<file path="src/rtl/ifetch_unit.sv">
// ifetch_unit: owns the fetch PC, issues imem reads over req/gnt/rvalid and hands instructions to decode over valid/ready
//   Ports: clk, rst (async, active-high)
//          imem_req/imem_addr out, imem_gnt/imem_rvalid/imem_rdata in   -- instruction memory, one outstanding read
//          if_valid/if_pc/if_instr out, if_ready in                     -- decode handoff
//          redirect/redirect_pc in                                      -- next-PC override, squashes in-flight fetch
//          fetch_pc out                                                 -- current fetch PC (trace)
//          if_misalign out (only with IFETCH_MISALIGN_CHK_EN)           -- flags a misaligned redirect target
module ifetch_unit #(
   parameter logic [31:0] RESET_PC  = 32'h0000_0000,
   parameter logic [31:0] NOP_INSTR = 32'h0000_0013
) (
   input  logic        clk,
   input  logic        rst,
   output logic        imem_req,
   output logic [31:0] imem_addr,
   input  logic        imem_gnt,
   input  logic        imem_rvalid,
   input  logic [31:0] imem_rdata,
   output logic        if_valid,
   input  logic        if_ready,
   output logic [31:0] if_pc,
   output logic [31:0] if_instr,
   input  logic        redirect,
   input  logic [31:0] redirect_pc,
   output logic [31:0] fetch_pc
`ifdef IFETCH_MISALIGN_CHK_EN
   ,
   output logic        if_misalign
`endif
);
   localparam logic [1:0] REQ  = 2'd0;
   localparam logic [1:0] WAIT = 2'd1;
   localparam logic [1:0] HOLD = 2'd2;
   logic [1:0]  state;
   logic [31:0] pc, req_pc, rpc_al;
   logic        discard, mis;
   assign rpc_al    = redirect_pc & 32'hFFFF_FFFC;
   assign imem_req  = (state == REQ) & ~rst;
   assign imem_addr = {pc[31:2], 2'b00};
   assign fetch_pc  = pc;
`ifdef IFETCH_MISALIGN_CHK_EN
   assign mis = redirect & |redirect_pc[1:0];
`else
   assign mis = 1'b0;
`endif
   always_ff @(posedge clk or posedge rst) begin
      if (rst) begin
         pc       <= RESET_PC;
         req_pc   <= RESET_PC;
         state    <= REQ;
         discard  <= 1'b0;
         if_valid <= 1'b0;
         if_pc    <= 32'h0;
         if_instr <= NOP_INSTR;
`ifdef IFETCH_MISALIGN_CHK_EN
         if_misalign <= 1'b0;
`endif
      end else if (mis) begin
         // misaligned target: no fetch, present a flagged NOP entry instead
         pc       <= rpc_al;
         state    <= HOLD;
         discard  <= 1'b0;
         if_valid <= 1'b1;
         if_pc    <= redirect_pc;
         if_instr <= NOP_INSTR;
`ifdef IFETCH_MISALIGN_CHK_EN
         if_misalign <= 1'b1;
`endif
      end else if (redirect) begin
         pc <= rpc_al;
`ifdef IFETCH_MISALIGN_CHK_EN
         if_misalign <= 1'b0;
`endif
         if (state == REQ && imem_gnt) begin
            // granted request now targets the old path; its response must be dropped
            state   <= WAIT;
            discard <= 1'b1;
         end else if (state == WAIT) begin
            state   <= imem_rvalid ? REQ : WAIT;
            discard <= ~imem_rvalid;
         end else if (state == HOLD) begin
            if_valid <= 1'b0;
            if_instr <= NOP_INSTR;
            state    <= REQ;
         end
      end else if (state == REQ && imem_gnt) begin
         pc     <= pc + 32'd4;
         req_pc <= imem_addr;
         state  <= WAIT;
      end else if (state == WAIT && imem_rvalid) begin
         discard <= 1'b0;
         state   <= discard ? REQ : HOLD;
         if (!discard) begin
            if_valid <= 1'b1;
            if_pc    <= req_pc;
            if_instr <= imem_rdata;
         end
      end else if (state == HOLD && if_ready) begin
         if_valid <= 1'b0;
         if_instr <= NOP_INSTR;
         state    <= REQ;
`ifdef IFETCH_MISALIGN_CHK_EN
         if_misalign <= 1'b0;
`endif
      end
   end
endmodule

</file>
<file path="config.mk">
export PLATFORM = sky130hd
export DESIGN_NAME = ifetch_unit
export DESIGN_NICKNAME = d
export VERILOG_FILES = /design/src/rtl/ifetch_unit.sv
export SDC_FILE = /design/constraint.sdc
export NUM_CORES = 1
export LEC_CHECK = 0
export BUFFER_PORTS_ARGS = -buffer_cell sky130_fd_sc_hd__buf_2
export CORE_ASPECT_RATIO = 0.6
export CORE_MARGIN = 2
export CORE_UTILIZATION = 35
export CTS_BUF_LIST = sky130_fd_sc_hd__clkbuf_4 sky130_fd_sc_hd__clkbuf_8
export DETAILED_ROUTE_END_ITERATION = 12
export GPL_TIMING_DRIVEN = 0
export SETUP_SLACK_MARGIN = 0.4
export SLEW_MARGIN = 10
export SYNTH_ARGS = -nofsm -noshare
export SYNTH_HDL_FRONTEND = slang
export SYNTH_SLANG_ARGS = --single-unit
</file>
<file path="constraint.sdc">
create_clock -name clk -period 4.6 [get_ports clk]
set_input_delay 0.23 -clock clk [delete_from_list [all_inputs] [get_ports clk]]
set_output_delay 0.23 -clock clk [all_outputs]
set_load 0.005 [all_outputs]
</file>
==> results.rst, run 1 <==
.. list-table::
   :header-rows: 1

   * - Metric
     - Value
   * - Unrepaired setup endpoints after global routing
     - no
   * - Sequential fraction of the synthesis area
     - between 50% and 60%
   * - Top layer used by detailed routing
     - met5
   * - Number of global-route vias before repair
     - 5014
   * - NumNets Final
     - 863
   * - Time the final worst path needs with I/O delays and setup
     - between 2000 and 2500 ps
   * - Area share of the largest cell type after synthesis
     - 52.9%
   * - Total of flip-flops plus latches after synthesis
     - 126
   * - Floorplan die area
     - 17700 um2
   * - Max-cap violations
     - 0
   * - Vertical die dimension
     - 104 um
   * - Data arrival time at the worst-slack endpoint
     - roughly 2600 ps
   * - Largest net degree at the start of global routing
     - 70
   * - Final wirelength
     - 16.7 mm
   * - Slew at the pin closest to its max-slew limit
     - approximately 740 ps
   * - Starting density of the core
     - 35.8%
   * - CTS H-tree lvls
     - 4
   * - Routed Antenna Nets
     - 0
   * - Max clock buf depth
     - 2
   * - Final setup violation count
     - 0
   * - Drt drc
     - 0
   * - Utilization after layout
     - 48.1%
   * - Top-level port count
     - 200
   * - Latest clock arrival within the worst-skew pair
     - roughly 430 ps
   * - Number of cell rows
     - 36
   * - Area occupied by multi-input gates
     - between 2000 and 2500 um2
   * - Count of buffers inserted at the top-level ports
     - roughly 190
   * - Number of flops mapped to enable cells by yosys
     - 0
   * - Result of the run
     - finished, final reports clean
   * - Initial antenna violation count
     - 2
   * - Post-synth cell types
     - 55
   * - Final cell area excluding filler cells
     - 7810 um2
   * - Most frequently used flop master after synthesis
     - sky130_fd_sc_hd__dfrtp_1
   * - Iter 0 DRT Violations
     - between 300 and 400
   * - Routed met1 length
     - 7.88 mm
   * - Placed cell area
     - 7130 um2
   * - Overflow left after global routing
     - 0
   * - Root Buffer
     - sky130_fd_sc_hd__clkbuf_8
   * - Required arrival time at the worst endpoint
     - approximately 5000 ps
   * - Detail Placement HPWL
     - 11.9 mm
   * - Met2 WL
     - 7.52 mm
   * - Final Cycle Share
     - 48.6%
   * - Async set or reset register ratio after synthesis
     - 100%
   * - Category of the worst setup path launch point
     - register
   * - IR drop worst, VDD
     - between 200 and 250 uV
   * - Layout filler cell count
     - ~1500
   * - Number of instances in the synthesized netlist
     - 555
   * - Placeable core region
     - between 15000 and 20000 um2
   * - Clock buffers created by TritonCTS
     - 17
   * - Highest fanout seen on the critical path
     - 10
   * - Share of cells above drive strength 1
     - 38.9%
   * - Power per unit of standard cell area
     - 520 nW/um2
   * - Floorplan die width
     - 171 um
   * - Ordered cell list for the critical path
     - buf_2 -> nor3b_1 -> and2_1 -> buf_2 -> mux2_2
   * - Synth cell count leaders
     - sky130_fd_sc_hd__dfrtp_1 (123), sky130_fd_sc_hd__nand2_1 (110), sky130_fd_sc_hd__buf_4 (37)
   * - TritonCTS clock tree
     - yes
   * - Iteration count of the initial detailed-routing pass
     - 4
   * - Length of routed met3 wiring
     - approximately 1.1 mm
   * - Area growth from synthesis to layout
     - 34.2%
   * - Synth area leaders
     - sky130_fd_sc_hd__dfrtp_1 (53%), sky130_fd_sc_hd__nand2_1 (7.1%), sky130_fd_sc_hd__mux2_2 (5.8%), sky130_fd_sc_hd__buf_4 (4.8%), sky130_fd_sc_hd__a22o_1 (4.7%)
   * - Most repeated library cell on the critical path
     - sky130_fd_sc_hd__buf_2
   * - Maximum achievable frequency
     - 0.447 GHz
   * - CTS sink count
     - roughly 130
   * - Slew Limit Headroom
     - around 50%
   * - Crit path max-delay cell type
     - sky130_fd_sc_hd__nor3b_1
   * - Post-synthesis cell type with the largest combined area
     - sky130_fd_sc_hd__dfrtp_1
   * - Number of vias per cell after detailed routing
     - 4.93
   * - Detail-routed net length per standard cell
     - 16.2 um
   * - Type of the worst setup path
     - reg -> reg
   * - Post-synthesis average cell area
     - 10.5 um2
   * - Clock transition at the registers of the reported paths
     - 80 ps
   * - Delay-heaviest family, CP
     - simple AND/OR/NAND/NOR gates
   * - Seq. cell area
     - roughly 3200 um2
   * - CP peak stage delay
     - 640 ps
   * - GRT Total Usage
     - 19.2%
   * - Most frequently used cell type in the post-synthesis netlist
     - sky130_fd_sc_hd__dfrtp_1
   * - Area of the mapped netlist
     - 5820 um2
   * - Static Leakage
     - 3.79 nW
   * - Final Skew
     - 10.0 ps
   * - YS warnings
     - 0
   * - Category of the worst setup path capture point
     - register
   * - GPL Wtd Cong
     - 0.784
   * - Hold crit path type
     - in -> reg
   * - Vias
     - 5102
   * - Post-cts gate resize count
     - 0
   * - Worst hold slack after final layout
     - about 25 ps
   * - Combined buffer and inverter count along the critical path
     - 2
   * - Final hold violation count
     - 0
   * - Max Slew Vio Count
     - 0
   * - First-pass GRT wire length
     - 26.6 mm
registers in the layout, summed over array words and instances (netlist names):
register,count
if_instr,32
fetch_pc,30
if_pc,30
req_pc,30
state,2
discard,1
if_valid,1
repair_timing:
action	in CTS	in global routing
endpoints found under the hold margin	69	4
setup buffers	0	0
hold buffers	16	4
layout by cell type, fill, tap and decap left out, types with 4 or more instances in the layout:
| master | netlist | final |
|---|---|---|
| sky130_fd_sc_hd__buf_2 | 4 | 195 |
| sky130_fd_sc_hd__a22oi_1 | 4 | 4 |
| sky130_fd_sc_hd__a31oi_1 | 9 | 9 |
| sky130_fd_sc_hd__bufinv_16 | 0 | 5 |
| sky130_fd_sc_hd__mux2_2 | 30 | 30 |
| sky130_fd_sc_hd__dfrtp_1 | 123 | 123 |
| sky130_fd_sc_hd__a21oi_1 | 6 | 6 |
| sky130_fd_sc_hd__nand2_1 | 110 | 110 |
| sky130_fd_sc_hd__inv_1 | 6 | 5 |
| sky130_fd_sc_hd__dlygate4sd3_1 | 1 | 21 |
| sky130_fd_sc_hd__buf_1 | 5 | 5 |
| sky130_fd_sc_hd__nor2b_1 | 8 | 8 |
| sky130_fd_sc_hd__nor3b_1 | 4 | 4 |
| sky130_fd_sc_hd__o21ai_0 | 12 | 12 |
| sky130_fd_sc_hd__buf_4 | 37 | 38 |
| sky130_fd_sc_hd__nor2_1 | 20 | 20 |
| sky130_fd_sc_hd__o31ai_1 | 15 | 15 |
| sky130_fd_sc_hd__nand4_1 | 17 | 17 |
| sky130_fd_sc_hd__conb_1 | 1 | 6 |
| sky130_fd_sc_hd__clkbuf_1 | 20 | 20 |
| sky130_fd_sc_hd__nor3_1 | 11 | 10 |
| sky130_fd_sc_hd__a22o_1 | 31 | 31 |
| sky130_fd_sc_hd__nand3_1 | 20 | 20 |
| sky130_fd_sc_hd__xnor2_1 | 5 | 5 |
| sky130_fd_sc_hd__or4_1 | 6 | 6 |
| sky130_fd_sc_hd__clkbuf_8 | 2 | 21 |
final timing paths:
path,startpoint,end,slack (ps),depth (start not counted)
worst max-delay path,state[1],req_pc[3],2360,5
worst min-delay path,imem_rdata[13],if_instr[13],30,2
worst max register to register,state[1],req_pc[3],2360,5
worst min register to register,req_pc[19],if_pc[19],460,2
max in group asynchronous,rst,if_pc[20],3470,4
min in group asynchronous,rst,state[0],420,3
where the power goes:
part	switching (mW)	internal [mW]	leakage, nW
registers	0.258	1.52	1.53
clock network	0.459	0.686	0.230
logic	0.522	0.620	2.03
cell families (layout without fill, tap and decap cells):
group	Yosys count	count (layout)	share of synthesized area, %
muxes	31	31	5.97
xor gates and xnor gates	8	8	1.20
AOI/OAI and AO/OA	92	92	11.8
buffers and inverters	76	321	7.95
other	1	7	0.0644
adders and majority gates	1	1	0.215
and+or+nand+nor	220	220	18.6
DFF	126	126	54.2
area by class of cell:
type | instances | area share, %
inverter | 6 | 0.352
antenna | 1 | 0.0320
tap | 228 | 3.65
timing repair buffer | 213 | 15.2
multi-input combinational | 358 | 28.6
buffer | 70 | 5.64
sequential | 126 | 40.4
clock inverter | 12 | 2.66
clock buffer | 20 | 3.44
worst reg2reg max path, cell delays in order, from the launching register on:
cell                      delay [ps]
sky130_fd_sc_hd__dfrtp_1         360
sky130_fd_sc_hd__buf_2           170
sky130_fd_sc_hd__nor3b_1         640
sky130_fd_sc_hd__and2_1          280
sky130_fd_sc_hd__buf_2           300
sky130_fd_sc_hd__mux2_2          390
through the flow:
step           setup TNS (ps)  power, mW  cells  setup WS (ps)
2_1_floorplan               0       2.41    560           1020
3_3_place_gp           -53430       2.87    979           -447
3_5_place_dp                0       2.93    981           1940
4_1_cts                     0       4.11   1029           1920
5_1_grt                     0       4.34   1033           2170
6_report                    0       4.06   1034           2360
metal layers:
layer	vias to the layer above	track usage (%)
li1	2399	-
met1	2477	27.5
met2	202	28.3
met3	22	5.48
met4	2	5.86
met5	-	0
Note: power is estimated with default switching activity, not from simulation.
==> inputs of run 2 (changes only) <==
ABC_AREA = 1   (was not set)
clock period = 2.3 ns   (was 4.6 ns; I/O delays follow)
==> run 2 against run 1 <==
Net effect:
- clock skew increased by 7.5 ps
- global-route usage grew 1.6 points
- first-iteration DRC count rose by 9.3%
- via count is 17% higher
- largest power group unchanged
- hold slack got worse by 18 ps
- combinational power rose to 2.5 times the previous value
- worst setup slack worse by 1900 ps
- critical endpoint is now fetch_pc[20]
==> results.rst, run 2 <==
.. list-table::
   :header-rows: 1

   * - Metric
     - Value
   * - Most frequently used cell type in the post-synthesis netlist
     - sky130_fd_sc_hd__nand2_1
   * - Final setup violation count
     - 0
   * - Area share of the largest cell type after synthesis
     - 50.1%
   * - Floorplan die area
     - approximately 19000 um2
   * - Worst min-delay path startpoint
     - redirect_pc[15]
   * - Detail-routed net length per standard cell
     - 14.3 um
   * - Max-cap violations
     - 0
   * - Hold crit path type
     - in -> reg
   * - Detail Placement HPWL
     - 13.9 mm
   * - Area growth from synthesis to layout
     - 38.4%
   * - Count of buffers inserted at the top-level ports
     - 190
   * - Worst hold slack after final layout
     - 6.67 ps
   * - Initial antenna violation count
     - 0
   * - Number of vias per cell after detailed routing
     - roughly 4.5
   * - Most frequently used flop master after synthesis
     - sky130_fd_sc_hd__dfrtp_1
   * - Drt drc
     - 0
   * - Max clock buf depth
     - 2
   * - Sequential fraction of the synthesis area
     - 51.4%
   * - Number of setup buffers added after CTS
     - 0
   * - Result of the run
     - finished, final reports clean
   * - CTS sink count
     - between 100 and 150
   * - Final hold violation count
     - 0
   * - Iter 0 DRT Violations
     - between 300 and 400
   * - Biggest register
     - if_instr
   * - Category of the worst setup path launch point
     - register
   * - Final wirelength
     - 18.8 mm
   * - Slew Limit Headroom
     - 54.5%
   * - Async set or reset register ratio after synthesis
     - 100%
   * - Number of global-route vias before repair
     - 5759
   * - Most common cell after layout, fill and taps aside
     - sky130_fd_sc_hd__nand2_1
   * - N_diodes
     - 0
   * - Synth area leaders
     - sky130_fd_sc_hd__dfrtp_1 (50%), sky130_fd_sc_hd__nand2_1 (18%), sky130_fd_sc_hd__nor2_1 (5.2%), sky130_fd_sc_hd__buf_4 (5.0%), sky130_fd_sc_hd__inv_1 (4.4%)
   * - Latest clock arrival within the worst-skew pair
     - 440 ps
   * - Highest-count cells in the layout ignoring fill and taps
     - sky130_fd_sc_hd__nand2_1 (289), sky130_fd_sc_hd__buf_2 (206), sky130_fd_sc_hd__dfrtp_1 (121)
   * - Total of flip-flops plus latches after synthesis
     - 126
   * - Launch point of the worst path
     - state[1]
   * - Non-filler cells, final
     - between 1000 and 1500
   * - Type of the worst setup path
     - reg -> reg
   * - Clock transition at the registers of the reported paths
     - 80 ps
   * - Placeable core region
     - 17200 um2
   * - TritonCTS clock tree
     - yes
   * - Post-synthesis cell type with the largest combined area
     - sky130_fd_sc_hd__dfrtp_1
   * - Data arrival time at the worst-slack endpoint
     - 2210 ps
   * - Vertical die dimension
     - 107 um
   * - Power per unit of standard cell area
     - 1030 nW/um2
   * - Highest fanout seen on the critical path
     - 10
   * - Layout filler cell count
     - 1686
   * - IR drop worst, VDD
     - 366 uV
   * - Number of cell rows
     - 37
   * - Unrepaired setup endpoints after global routing
     - yes
   * - Area of the mapped netlist
     - 6140 um2
   * - FF-to-FF Start
     - state[1]
   * - Time the final worst path needs with I/O delays and setup
     - 1840 ps
   * - Number of flops mapped to enable cells by yosys
     - 0
   * - Post-synthesis average cell area
     - 7.68 um2
   * - Largest register FFs
     - 32
   * - Category of the worst setup path capture point
     - register
   * - Routed Antenna Nets
     - 0
   * - Maximum achievable frequency
     - 0.543 GHz
   * - Max Slew Vio Count
     - 0
   * - Floorplan die width
     - 175 um
   * - Number of instances in the synthesized netlist
     - 800
   * - Largest net degree at the start of global routing
     - 35
   * - YS warnings
     - 0
   * - Synth cell count leaders
     - sky130_fd_sc_hd__nand2_1 (290), sky130_fd_sc_hd__dfrtp_1 (123), sky130_fd_sc_hd__nor2_1 (85)
   * - Final Cycle Share
     - 80.0%
   * - CTS H-tree lvls
     - 4
   * - Utilization after layout
     - between 40% and 50%
   * - Share of cells above drive strength 1
     - 28.2%
   * - GPL Wtd Cong
     - 0.897
   * - Static Leakage
     - 4.57 nW
   * - NumNets Final
     - 1143
   * - Required arrival time at the worst endpoint
     - 2670 ps
   * - Clock buffers created by TritonCTS
     - 17
   * - Starting density of the core
     - 35.8%
   * - Final Skew
     - 17.5 ps
   * - Top-level port count
     - 200
   * - Vias
     - approximately 6000
   * - Iteration count of the initial detailed-routing pass
     - 6
   * - First-pass GRT wire length
     - 30.3 mm
   * - GRT Total Usage
     - between 20% and 30%
   * - Post-synth cell types
     - 27
   * - Root Buffer
     - sky130_fd_sc_hd__clkbuf_8
   * - Slew at the pin closest to its max-slew limit
     - 681 ps
   * - Post-Place Cells
     - 1232
   * - Overflow left after global routing
     - 0
==> run 2: changes by cell type after synthesis, moves of 10 or more <==
| cell | change |
|---|---|
| sky130_fd_sc_hd__clkbuf_1 | -12 |
| sky130_fd_sc_hd__nand4_1 | -11 |
| sky130_fd_sc_hd__a21oi_1 | +12 |
| sky130_fd_sc_hd__a22o_1 | -31 |
| sky130_fd_sc_hd__o31ai_1 | -15 |
| sky130_fd_sc_hd__o21ai_1 | +19 |
| sky130_fd_sc_hd__nor2_1 | +65 |
| sky130_fd_sc_hd__mux2_2 | -30 |
| sky130_fd_sc_hd__nand2_1 | +180 |
| sky130_fd_sc_hd__inv_1 | +66 |
| sky130_fd_sc_hd__nand3_1 | +24 |
| sky130_fd_sc_hd__buf_2 | +12 |
| sky130_fd_sc_hd__o21ai_0 | +30 |
| sky130_fd_sc_hd__nor3_1 | -10 |
==> run 2: cell type report <==
cell class | instances | area, um2 | area share (%)
clock inverter | 14 | 206 | 2.43
inverter | 74 | 282 | 3.31
sequential | 126 | 3160 | 37.2
tap | 234 | 293 | 3.44
clock buffer | 18 | 241 | 2.84
multi-input combinational | 540 | 2340 | 27.5
timing repair buffer | 248 | 1560 | 18.4
buffer | 65 | 420 | 4.94
==> run 2: routing by layer <==
layer | vias to the layer above | share of wire, % | global-route usage, %
li1 | 2996 | - | -
met4 | 0 | 0.73 | 5.18
met3 | 13 | 7.9 | 3.72
met5 | - | 0 | 0
met2 | 246 | 41 | 30.3
met1 | 2727 | 51 | 31.9
==> run 2: cells by family after synthesis <==
logic type	share of synthesized area, %
other cells	0.0610
simple gates	29.5
compound gates	7.27
fa+ha+maj	0.204
buf+inv	11.3
flops	51.4
xor+xnor	0.285
==> run 2: stage by stage <==
| step | instance area, um2 | worst slack [ps] | total power [mW] | setup TNS (ps) |
|---|---|---|---|---|
| finish | 8500 | 459 | 8.72 | 0 |
| global route | 8500 | 369 | 9.37 | 0 |
| CTS | 8470 | 391 | 8.76 | 0 |
| detailed placement | 7470 | 328 | 6.47 | 0 |
| global placement | 7410 | -277 | 6.41 | -32990 |
| floorplan | 6170 | 634 | 5.15 | 0 |
==> run 2: final timing paths <==
path	slack, ps	end	depth (start not counted)
min in group asynchronous	360	if_instr[5]	3
setup / recovery	460	fetch_pc[20]	6
hold / removal	7	fetch_pc[15]	4
setup reg to reg	460	fetch_pc[20]	6
max in group asynchronous	1090	req_pc[17]	5
hold reg to reg	460	if_instr[1]	2
==> run 2: power by group <==
part	switching, mW	internal [mW]	leakage, nW	total [mW]
logic	1.58	1.28	2.78	2.86
registers	0.573	3.07	1.57	3.65
clock network	0.995	1.22	0.216	2.21
==> run 2: worst max-delay path: stages (launching register included) <==
cell and delay, ps:
sky130_fd_sc_hd__dfrtp_1 450, sky130_fd_sc_hd__nor2_1 190, sky130_fd_sc_hd__nand3_1 270, sky130_fd_sc_hd__buf_2 300, sky130_fd_sc_hd__nor2_1 310, sky130_fd_sc_hd__nand3_1 140
sky130_fd_sc_hd__nand3b_1 110
==> run 2: what timing repair did <==
| action | 4_1_cts | 5_1_grt |
|---|---|---|
| hold endpoints to repair | 82 | 0 |
| setup endpoints to repair | 6 | 26 |
| gates cloned | 0 | 0 |
| hold buffers | 55 | 0 |
| gates resized for setup | 2 | 14 |
==> inputs of run 3 (changes only) <==
clock period = 1.89 ns   (was 2.3 ns; I/O delays follow)
==> run 3 against run 2 <==
Net effect:
- hold slack better by 61 ps
- largest cell class unchanged
- sequential cell count did not move
- sequential share of layout area down 2.6 points
- largest power group unchanged
- critical endpoint is now if_instr[28]
- first-iteration DRC count rose by 6.9%
- via count up 4.2%
- clock power grew 4%
- utilization rose by 4.1 points
- global-route usage is 0.70 points higher
- total power is 26% higher
==> results.rst, run 3 (synthesized netlist as in run 2, its figures left out) <==
.. list-table::
   :header-rows: 1

   * - Metric
     - Value
   * - Result of the run
     - finished, final reports clean
   * - GPL Wtd Cong
     - 0.880
   * - Slew at the pin closest to its max-slew limit
     - 599 ps
   * - CTS sink count
     - 126
   * - Routed Antenna Nets
     - 0
   * - Floorplan die area
     - 18700 um2
   * - Static Leakage
     - 4.82 nW
   * - Data arrival time at the worst-slack endpoint
     - 1840 ps
   * - Slew Limit Headroom
     - 60.0%
   * - Post-Place Cells
     - 1233
   * - Biggest register
     - if_instr
   * - Power per unit of standard cell area
     - 1190 nW/um2
   * - Share of cells above drive strength 1
     - 36.6%
   * - Iteration count of the initial detailed-routing pass
     - 5
   * - Top layer used by detailed routing
     - met4
   * - Clock transition at the registers of the reported paths
     - 80 ps
   * - Highest fanout seen on the critical path
     - 7
   * - Count of buffers inserted at the top-level ports
     - 190
   * - Utilization after layout
     - 53.6%
   * - Detail Placement HPWL
     - 14.2 mm
   * - Type of the worst setup path
     - reg -> reg
   * - Final Cycle Share
     - 80.4%
   * - Routed met1 length
     - 9.89 mm
   * - Unrepaired setup endpoints after global routing
     - yes
   * - Initial antenna violation count
     - 0
   * - Vias
     - approximately 6200
   * - GRT Total Usage
     - ~22%
   * - Overflow left after global routing
     - 0
   * - Placeable core region
     - 17200 um2
   * - Number of global-route vias before repair
     - 5880
   * - Latest clock arrival within the worst-skew pair
     - 430 ps
   * - N_diodes
     - 0
   * - Most common cell after layout, fill and taps aside
     - sky130_fd_sc_hd__nand2_1
   * - Final wirelength
     - 20.0 mm
   * - Hold crit path type
     - in -> reg
   * - Met2 WL
     - roughly 8.5 mm
   * - Category of the worst setup path launch point
     - register
   * - Time the final worst path needs with I/O delays and setup
     - 1520 ps
   * - Layout filler cell count
     - 1618
   * - Largest register FFs
     - 32
   * - Iter 0 DRT Violations
     - 401
   * - Final WS setup
     - ~370 ps
   * - Max clock buf depth
     - 2
   * - Top-level port count
     - 200
   * - IR drop worst, VDD
     - 477 uV
   * - Maximum achievable frequency
     - around 0.66 GHz
   * - Launch point of the worst path
     - state[0]
   * - Detail-routed net length per standard cell
     - 14.8 um
   * - CTS H-tree lvls
     - 4
   * - Final hold violation count
     - 0
   * - Highest-count cells in the layout ignoring fill and taps
     - sky130_fd_sc_hd__nand2_1 (256), sky130_fd_sc_hd__buf_2 (192), sky130_fd_sc_hd__dfrtp_1 (103)
   * - TritonCTS clock tree
     - yes
   * - Root Buffer
     - sky130_fd_sc_hd__clkbuf_8
   * - Final Skew
     - 12.9 ps
   * - Max-cap violations
     - 0
   * - Area growth from synthesis to layout
     - 49.8%
   * - Number of cell rows
     - 37
   * - Max Slew Vio Count
     - 0
   * - Floorplan die width
     - approximately 180 um
   * - Clock buffers created by TritonCTS
     - 17
   * - Drt drc
     - 0
   * - Number of vias per cell after detailed routing
     - 4.62
   * - Required arrival time at the worst endpoint
     - 2210 ps
   * - Worst setup slack after placement
     - approximately 80 ps
   * - Non-filler cells, final
     - 1351
   * - NumNets Final
     - 1175
   * - Vertical die dimension
     - 107 um
   * - Length of routed met3 wiring
     - 1.45 mm
   * - Starting density of the core
     - between 30 and 40%
   * - Final setup violation count
     - 0
   * - Largest net degree at the start of global routing
     - 33
   * - Worst min-delay path startpoint
     - imem_rvalid
   * - Category of the worst setup path capture point
     - register
   * - FF-to-FF Start
     - state[0]
   * - First-pass GRT wire length
     - 31.1 mm
==> run 3: per-stage QoR <==
step	hold WS, ps	area, um2	TNS (ps)	power [mW]
global route	77.6	9200	0	11.8
finish	67.7	9200	0	11.0
floorplan	211	6170	0	6.27
global placement	296	7420	-83210	7.81
CTS	32.3	8730	0	10.5
detailed placement	220	7500	0	7.89
==> run 3: layer usage <==
layer / global-route usage (%) / up-vias
met5: 0 / -
met4: 5.77 / 0
met3: 4.15 / 16
met2: 31.6 / 245
met1: 32.4 / 2903
li1: - / 3071
==> run 3: worst max-delay path, stage by stage, from the launching register on <==
cell,delay (ps)
sky130_fd_sc_hd__dfrtp_2,450
sky130_fd_sc_hd__inv_2,100
sky130_fd_sc_hd__nor2_4,50
sky130_fd_sc_hd__nand2_4,130
sky130_fd_sc_hd__nor2_4,50
sky130_fd_sc_hd__nor2_4,150
sky130_fd_sc_hd__nand2_4,80
sky130_fd_sc_hd__buf_12,140
sky130_fd_sc_hd__clkbuf_16,160
sky130_fd_sc_hd__nand2_4,50
sky130_fd_sc_hd__nand2_2,50
==> run 3: area by class of cell <==
type,count,area [um2],share of cell area (%)
buffer,65,534,5.81
inverter,74,282,3.06
tap,234,293,3.18
clock buffer,20,269,2.92
clock inverter,12,111,1.21
multi-input combinational,540,2630,28.6
sequential,126,3180,34.6
timing repair buffer,280,1900,20.6
==> run 3: repair_timing <==
action	in CTS	in global routing
buffers inserted	6	14
cloned	0	3
hold buffers	63	0
pin swaps	4	22
setup endpoints to repair	121	121
resized for setup	58	99
endpoints found under the hold margin	85	0
==> run 3: report_power, final <==
part	internal [mW]	switching (mW)	total [mW]
combinational	1.99	2.16	4.15
sequential	3.76	0.757	4.52
clock	1.13	1.17	2.30
total	6.89	4.08	11.0
==> run 3: final timing paths <==
| check | slack [ps] | endpoint | depth (start not counted) |
|---|---|---|---|
| max | 370 | if_instr[28] | 10 |
| min | 70 | state[0] | 4 |
| max reg2reg | 370 | if_instr[28] | 10 |
| min reg2reg | 460 | if_instr[0] | 2 |
| max in group asynchronous | 600 | fetch_pc[18] | 6 |
| min in group asynchronous | 310 | state[1] | 3 |
